### src/rtl/hazard_scoreboard.sv
// hazard_scoreboard: load-use hazard unit for a classic 5-stage pipeline.
// Besides the one-cycle direct load-use check against ID/EX, each register
// has a small down-counter that stays busy for LOAD_EXTRA cycles after a
// load is accepted. This covers slower loads. A memory wait freezes the whole
// pipeline and the scoreboard. A taken branch flushes IF/ID. Cycles in which
// the PC is held are counted in a saturating statistics counter.
module hazard_scoreboard #(
    parameter int ADDR_W     = 5,
    parameter int LOAD_EXTRA = 0,
    parameter int CNT_W      = 16
) (
    input  logic              clk,
    input  logic              rst,
    input  logic              idex_valid,
    input  logic              idex_memread,
    input  logic [ADDR_W-1:0] idex_rt,
    input  logic [ADDR_W-1:0] ifid_rs,
    input  logic [ADDR_W-1:0] ifid_rt,
    input  logic              ifid_uses_rt,
    input  logic              branch_taken,
    input  logic              mem_busy,
    input  logic              stat_clr,
    output logic              stall,
    output logic              pc_write,
    output logic              ifid_write,
    output logic              idex_bubble,
    output logic              flush_ifid,
    output logic [1:0]        state,
    output logic [CNT_W-1:0]  stall_count
);

    localparam int         NUM_REGS  = 2 ** ADDR_W;
    localparam logic [1:0] RUN       = 2'd0;
    localparam logic [1:0] LOADSTALL = 2'd1;
    localparam logic [1:0] FREEZE    = 2'd2;
    localparam logic [2:0] LOAD_CNT  = 3'(LOAD_EXTRA);

    logic [2:0]          busy_cnt [NUM_REGS];
    logic [NUM_REGS-1:0] busy;
    logic                direct_hazard;
    logic                sb_hazard;
    logic                hazard;
    logic                load_accept;
    logic [1:0]          state_next;

    // Saturating increment: holds at all-ones instead of wrapping.
    function automatic logic [CNT_W-1:0] sat_inc(input logic [CNT_W-1:0] v);
        return (&v) ? v : v + CNT_W'(1);
    endfunction

    // A load sitting in ID/EX that the IF/ID instruction depends on right now.
    assign direct_hazard = idex_valid && idex_memread && (idex_rt != '0) &&
                           ((idex_rt == ifid_rs) ||
                            (ifid_uses_rt && (idex_rt == ifid_rt)));

    // Dependence on a load that already left ID/EX but is still in flight.
    assign sb_hazard = busy[ifid_rs] || (ifid_uses_rt && busy[ifid_rt]);

    assign hazard = direct_hazard || sb_hazard;

    // A load advances out of ID/EX only when memory is ready and the load
    // is not squashed by a taken branch.
    assign load_accept = idex_valid && idex_memread && (idex_rt != '0) &&
                         !mem_busy && !branch_taken;

    // Busy view of the scoreboard; r0 is never busy.
    always_comb begin
        busy = '0;
        for (int r = 0; r < NUM_REGS; r++) begin
            busy[r] = (busy_cnt[r] != 3'd0);
        end
        busy[0] = 1'b0;
    end

    // Per-register down-counters: reload on acceptance, count down otherwise, hold on freeze.
    always_ff @(posedge clk or posedge rst) begin
        if (rst) begin
            for (int r = 0; r < NUM_REGS; r++) begin
                busy_cnt[r] <= 3'd0;
            end
        end else if (!mem_busy) begin
            for (int r = 0; r < NUM_REGS; r++) begin
                if (load_accept && (idex_rt == ADDR_W'(r))) begin
                    busy_cnt[r] <= LOAD_CNT;
                end else if (busy_cnt[r] != 3'd0) begin
                    busy_cnt[r] <= busy_cnt[r] - 3'd1;
                end
            end
        end
    end

    // Mode register.
    always_ff @(posedge clk or posedge rst) begin
        if (rst) begin
            state <= RUN;
        end else begin
            state <= state_next;
        end
    end

    // Next mode follows what the pipeline is doing this cycle.
    always_comb begin
        state_next = RUN;
        if (mem_busy) begin
            state_next = FREEZE;
        end else if (stall) begin
            state_next = LOADSTALL;
        end
    end

    // Pipeline controls, priority memory wait > branch flush > hazard > normal.
    always_comb begin
        stall       = 1'b0;
        pc_write    = 1'b1;
        ifid_write  = 1'b1;
        idex_bubble = 1'b0;
        flush_ifid  = 1'b0;
        if (rst) begin
            stall       = 1'b0;
        end else if (mem_busy) begin
            pc_write    = 1'b0;
            ifid_write  = 1'b0;
        end else if (branch_taken) begin
            flush_ifid  = 1'b1;
            idex_bubble = 1'b1;
        end else if (hazard) begin
            stall       = 1'b1;
            pc_write    = 1'b0;
            ifid_write  = 1'b0;
            idex_bubble = 1'b1;
        end
    end

    // Statistics: count cycles in which the PC was held; clear wins over count.
    always_ff @(posedge clk or posedge rst) begin
        if (rst) begin
            stall_count <= '0;
        end else if (stat_clr) begin
            stall_count <= '0;
        end else if (!pc_write) begin
            stall_count <= sat_inc(stall_count);
        end
    end

endmodule

### config.mk
export PLATFORM = sky130hd
export DESIGN_NAME = hazard_scoreboard
export DESIGN_NICKNAME = d
export VERILOG_FILES = /design/src/rtl/hazard_scoreboard.sv
export SDC_FILE = /design/constraint.sdc
export NUM_CORES = 1
export LEC_CHECK = 0
export CORE_ASPECT_RATIO = 0.75
export CORE_MARGIN = 3
export CORE_UTILIZATION = 45
export DETAILED_ROUTE_END_ITERATION = 10
export DONT_BUFFER_PORTS = 1
export GPL_TIMING_DRIVEN = 0
export HOLD_SLACK_MARGIN = 0.12
export MAX_ROUTING_LAYER = met4
export SYNTH_ARGS = -nofsm -noshare
export SYNTH_HDL_FRONTEND = slang
export SYNTH_SLANG_ARGS = --single-unit
### constraint.sdc
create_clock -name clk -period 3.9 [get_ports clk]
set_clock_uncertainty 0.05 [all_clocks]
set_input_delay 0.39 -clock clk [delete_from_list [all_inputs] [get_ports clk]]
set_output_delay 0.39 -clock clk [all_outputs]
set_load 0.01 [all_outputs]
## After elaboration in Yosys (flattened, before gate mapping)

Index checks and enable logic that the tools add are counted.

| word-level totals | value |
|---|---|
| word-level logic and storage cells | 327 |
| output and inout port bits | 23 |
| bits in registers | 111 |

| cells by class | value |
|---|---|
| multiplexer cells | 85 |
| $add $sub $neg | 32 |
| equal/unequal tests | 35 |
| bitwise logic cells | 1 |
| reductions and logical operators | 139 |
| $lt $le $gt $ge | 2 |

Operators with widths:

| operator | number |
|---|---|
| $mux W3 | 62 |
| $reduce_bool A3 Y1 | 31 |
| $sub A3 B1 Y3 const B | 31 |
| $eq A5 B5 Y1 const B | 16 |
| $reduce_and A2 Y1 | 32 |
| $reduce_bool A2 Y1 | 31 |
| $mux W16 | 3 |
| $eq A5 B4 Y1 const B | 8 |
| $logic_and A1 B1 Y1 | 38 |
| $eq A5 B3 Y1 const B | 4 |
| $mux W1 | 17 |
| $add A16 B1 Y16 const B | 1 |
| $reduce_and A16 Y1 | 1 |
| $lt A5 B6 Y1 const B | 2 |
| $bmux W1 S5 | 2 |
| $eq A5 B2 Y1 const B | 2 |
| $eq A5 B5 Y1 | 2 |
| $eq A5 B1 Y1 const B | 1 |
| $reduce_bool A5 Y1 | 1 |
| $ne A2 B2 Y1 const B | 2 |
| $logic_or A1 B1 Y1 | 3 |
| $logic_not A1 Y1 | 2 |
| $mux W2 | 1 |
| $not A1 Y1 | 1 |

## Depth between registers and ports, before layout

| logic depth | value |
|---|---|
| depth after elaboration | 12 |
| gate-level depth with buffers | 11 |
| depth with buffers taken out | 10 |

## Worst setup path after synthesis

No wires, ideal clock.

| path | value |
|---|---|
| path type | in2out |
| start | input port rst |
| end | output port pc_write |
| slack | -0.364 ns |
| stages on the path | 3 |
| arrival | 3.824 ns |
| path through | inv_1 -> o21ai_0 -> buf_4 |

| on the way | value |
|---|---|
| word-level cells in the longest chain between the ends | 1 |

RTL lines:

| element | RTL line | RTL |
|---|---|---|
| start, declared | 13 | `input logic rst,` |
| $mux W1 | n/a |  |
| end, declared | 24 | `output logic pc_write,` |

Every way passes these cells.

## Worst setup path in the final report

| path | value |
|---|---|
| start | register busy_cnt[84] (netlist bit) |
| end | output port pc_write |

| on the way | value |
|---|---|
| word-level cells in the longest chain between the ends | 10 |

RTL lines:

| element | RTL line | RTL |
|---|---|---|
| start, declared | 38 | `logic [2:0] busy_cnt [NUM_REGS];` |
| start signal, assigned by index | 86 | `busy_cnt[r] <= busy_cnt[r] - 3'd1;` |
| $reduce_bool A3 Y1 (*) | 70 | `busy[r] = (busy_cnt[r] != 3'd0);` |
| $bmux W1 S5 | 57 | `assign sb_hazard = busy[ifid_rs] \|\| (ifid_uses_rt && busy[ifid_rt]);` |
| $mux W1 (implied by the code) | 57 |  |
| $logic_and A1 B1 Y1 | 57 |  |
| $logic_or A1 B1 Y1 (*) | 57 |  |
| $logic_or A1 B1 Y1 (*) | 59 | `assign hazard = direct_hazard \|\| sb_hazard;` |
| $mux W1 (*) (4 in series) | n/a |  |

Every way passes the cells marked *; elsewhere a longest branch is shown, timed or not. The select of a mux whose other input is x is not followed.

==> flow_summary.json <==
{
  "async_flop_share": 1.000,
  "cts_root_buf": "clkbuf_16",
  "clock.fmax_mhz": 282.3,
  "antenna_found_initial": 0,
  "antenna_cells": 0,
  "finalHoldViolations": 0,
  "clk_path_buf_depth": 2,
  "cts_tree": "done",
  "synth_cells": 835,
  "fin_crit_ns": 3.543,
  "firstDrtPassIters": 5,
  "slew_viol_final": 0,
  "cp.depth": 11,
  "worst_path_max_delay_cell": "dfrtp_1",
  "worst_pin_slew_ns": 0.9333,
  "drtIter0Drc": 477,
  "synth-edff-count": 0,
  "synthFlopType": "dfrtp_1",
  "placed_area_um2": 7715,
  "core.rowCount": 39,
  "track_usage": 0.2424,
  "dieArea_um2": 18020,
  "outcome": "complete, no violations",
  "dp_hpwl_um": 15780,
  "hold_depth": 2,
  "remaining_drc_errors": 0,
  "use_met2": 0.3730,
  "cap_violations": 0,
  "totalWireLength_um": 20680,
  "ys.warnings.count": 0,
  "ir_worst_vdd_v": 0.0003943,
  "setup.worst_path.start_class": "flop",
  "timing_worst_setup_path_type": "reg -> out",
  "vias_per_cell": 5.816,
  "cts_setup_buffers": 0,
  "postSynthAreaPerCell_um2": 8.856,
  "crit_buf_inv": 2,
  "grt_pass1_vias": 6220,
  "ys_seq_elements": 111,
  "final_area_um2": 8020,
  "overflow": 0,
  "critPathArrivalTime_ns": 3.10,
  "grt_max_degree": 41,
  "ff2ff_path_depth": 11,
  "power.total_mw": 5.083,
  "ant_nets": 0,
  "mostFrequentLayoutCell": "dfrtp_1",
  "drive_gt1_frac": 0.07243,
  "cp_cell_sequence": "inv_1 > ha_1 > nor2b_1 > o22ai_1 > o311a_1 > o21ai_1 > o31ai_4 > nor2_1 > nor2_1 > o21ai_1 > buf_4",
  "num_vias": 6171,
  "clkTransAtPathRegs_ns": 0.08,
  "r2r-start": "busy_cnt[69]",
  "use_met1": 0.3331,
  "final_nets": 938,
  "final_cell_mix": "dfrtp_1, inv_1, nor2_1",
  "stdcell_count": 1061,
  "numPortBuffers": 0,
  "cts_buffers": 9,
  "slowest_delay_ns": 0.36,
  "clk_latency_ns": 0.36,
  "cts_max_level": 3,
  "startpoint": "busy_cnt[84]",
  "syn_to_final_growth_pct": 8.460,
  "crit_path_end_kind": "primary output",
  "grt_pass1_wl_um": 33090,
  "cp.required_ns": 3.46,
  "path_delay_family": "compound AO/OA/AOI/OAI gates",
  "r2r_slack_ns": 0.79,
  "dpl.cell_count": 1043,
  "gp_congestion": 0.9158,
  "rsz0062_at_grt": "no",
  "syn-cell-area_um2": 7395,
  "cp_max_fo": 4,
  "numClockSinks": 111,
  "synth_cell_types": 70,
  "ios": 46,
  "busiest_layer": "met2",
  "die_y_um": 117.0,
  "holdWs_ns": 0.1399,
  "power-per-cell-area_nw_per_um2": 633.8,
  "grt.met3_usage": 0.05292,
  "p_leak_nw": 3.540,
  "finalCritPeriodShare": 0.9084,
  "setup_viol": 0,
  "ys_seq_area_frac": 0.3756,
  "chipWidth_um": 154.0,
  "hp-class": "in -> reg",
  "core_area_um2": 15660,
  "avgRoutedWirePerCell_um": 19.49,
  "hold_start": "stat_clr",
  "syn-num-nets": 921,
  "initial_core_util": 0.4721,
  "slew_headroom": 0.3690
}
worst paths after layout:
path                                   to
max                              pc_write
min                        stall_count[4]
max reg2reg                stall_count[0]
min reg2reg                  busy_cnt[50]
max in group asynchronous    busy_cnt[91]
min in group asynchronous  stall_count[4]
registers in the layout, indices dropped and copies added (netlist names):
name and flops:
state 2, busy_cnt 93, stall_count 16
worst register-to-register path, cell delays in order (launching register included):
cell and delay [ns]:
dfrtp_1 0.37, inv_1 0.12, ha_1 0.19, or3b_2 0.44, a21oi_1 0.19, o32ai_1 0.14
a211oi_2 0.23, nand4_1 0.27, nor2_2 0.42, buf_6 0.21, nor2_2 0.08, mux2_4 0.30
synth_stat cells, types with 4 or more instances:
master    count  area share
nand2_1      32       0.016
or3_1        16       0.014
clkbuf_1     16      0.0081
dfrtp_1     111        0.38
o31ai_1       5      0.0051
nor3_1        4      0.0027
nor3b_1       5      0.0051
nand4_1       4      0.0034
o22ai_1      24       0.020
mux4_2        5       0.015
nor4_1        6      0.0051
and3_1        5      0.0042
o21ai_0      48       0.032
xnor2_1      21       0.025
or4_1        31       0.031
a211oi_1     13       0.013
nor2_1       92       0.047
buf_2        11      0.0074
nand3_1      15       0.010
ha_1         63        0.11
inv_1       107       0.054
a21oi_1      56       0.038
nor2b_1      34       0.029
mux2i_1      19       0.026
mux2_2        4      0.0061
o211ai_1      5      0.0051
nand2b_1     16       0.014
repair_timing:
action / CTS / global route
hold endpoints to repair: 41 / 0
endpoints found under the setup margin: 0 / 1
resized for setup: 0 / 2
hold buffers: 3 / 0
metal layers:
layer  vias up  share of wire
li1       2929              -
met1      3057           0.47
met2       164           0.45
met3        21          0.070
met4         0          0.012
met5         -              0
cells by family after synthesis:
family                   share of synthesized area
flip-flops                                  0.3756
AO/OA/AOI/OAI                               0.1503
multiplexers                               0.05110
AND/OR/NAND/NOR                             0.2129
adder cells (fa/ha/maj)                     0.1066
buffers and inverters                      0.07750
XOR/XNOR                                   0.02606
report_power, final:
group          switching [mW]  internal, mW  leakage [nW]
Sequential              0.249          1.64          1.36
Clock                   0.444         0.449         0.131
Combinational            1.33         0.975          2.05
final cells by class:
| cell class | count | area [um^2] |
|---|---|---|
| buffer | 33 | 160.2 |
| multi-input combinational | 581 | 4046 |
| clock inverter | 5 | 33.78 |
| fill | 1464 | 7644 |
| sequential | 111 | 2778 |
| inverter | 110 | 416.7 |
| clock buffer | 10 | 239.0 |
| timing repair buffer | 6 | 90.09 |
| tap | 205 | 256.5 |
per-stage QoR:
stage               TNS (ns)  setup WS (ns)  utilization
floorplan                  0         0.7259            -
global placement    -0.08967       -0.08967       0.4887
detailed placement         0         0.5963       0.4925
CTS                        0         0.1786       0.5119
global route               0         0.1291       0.5120
finish                     0         0.3572       0.5120
Note: power is estimated with default switching activity, not from simulation.
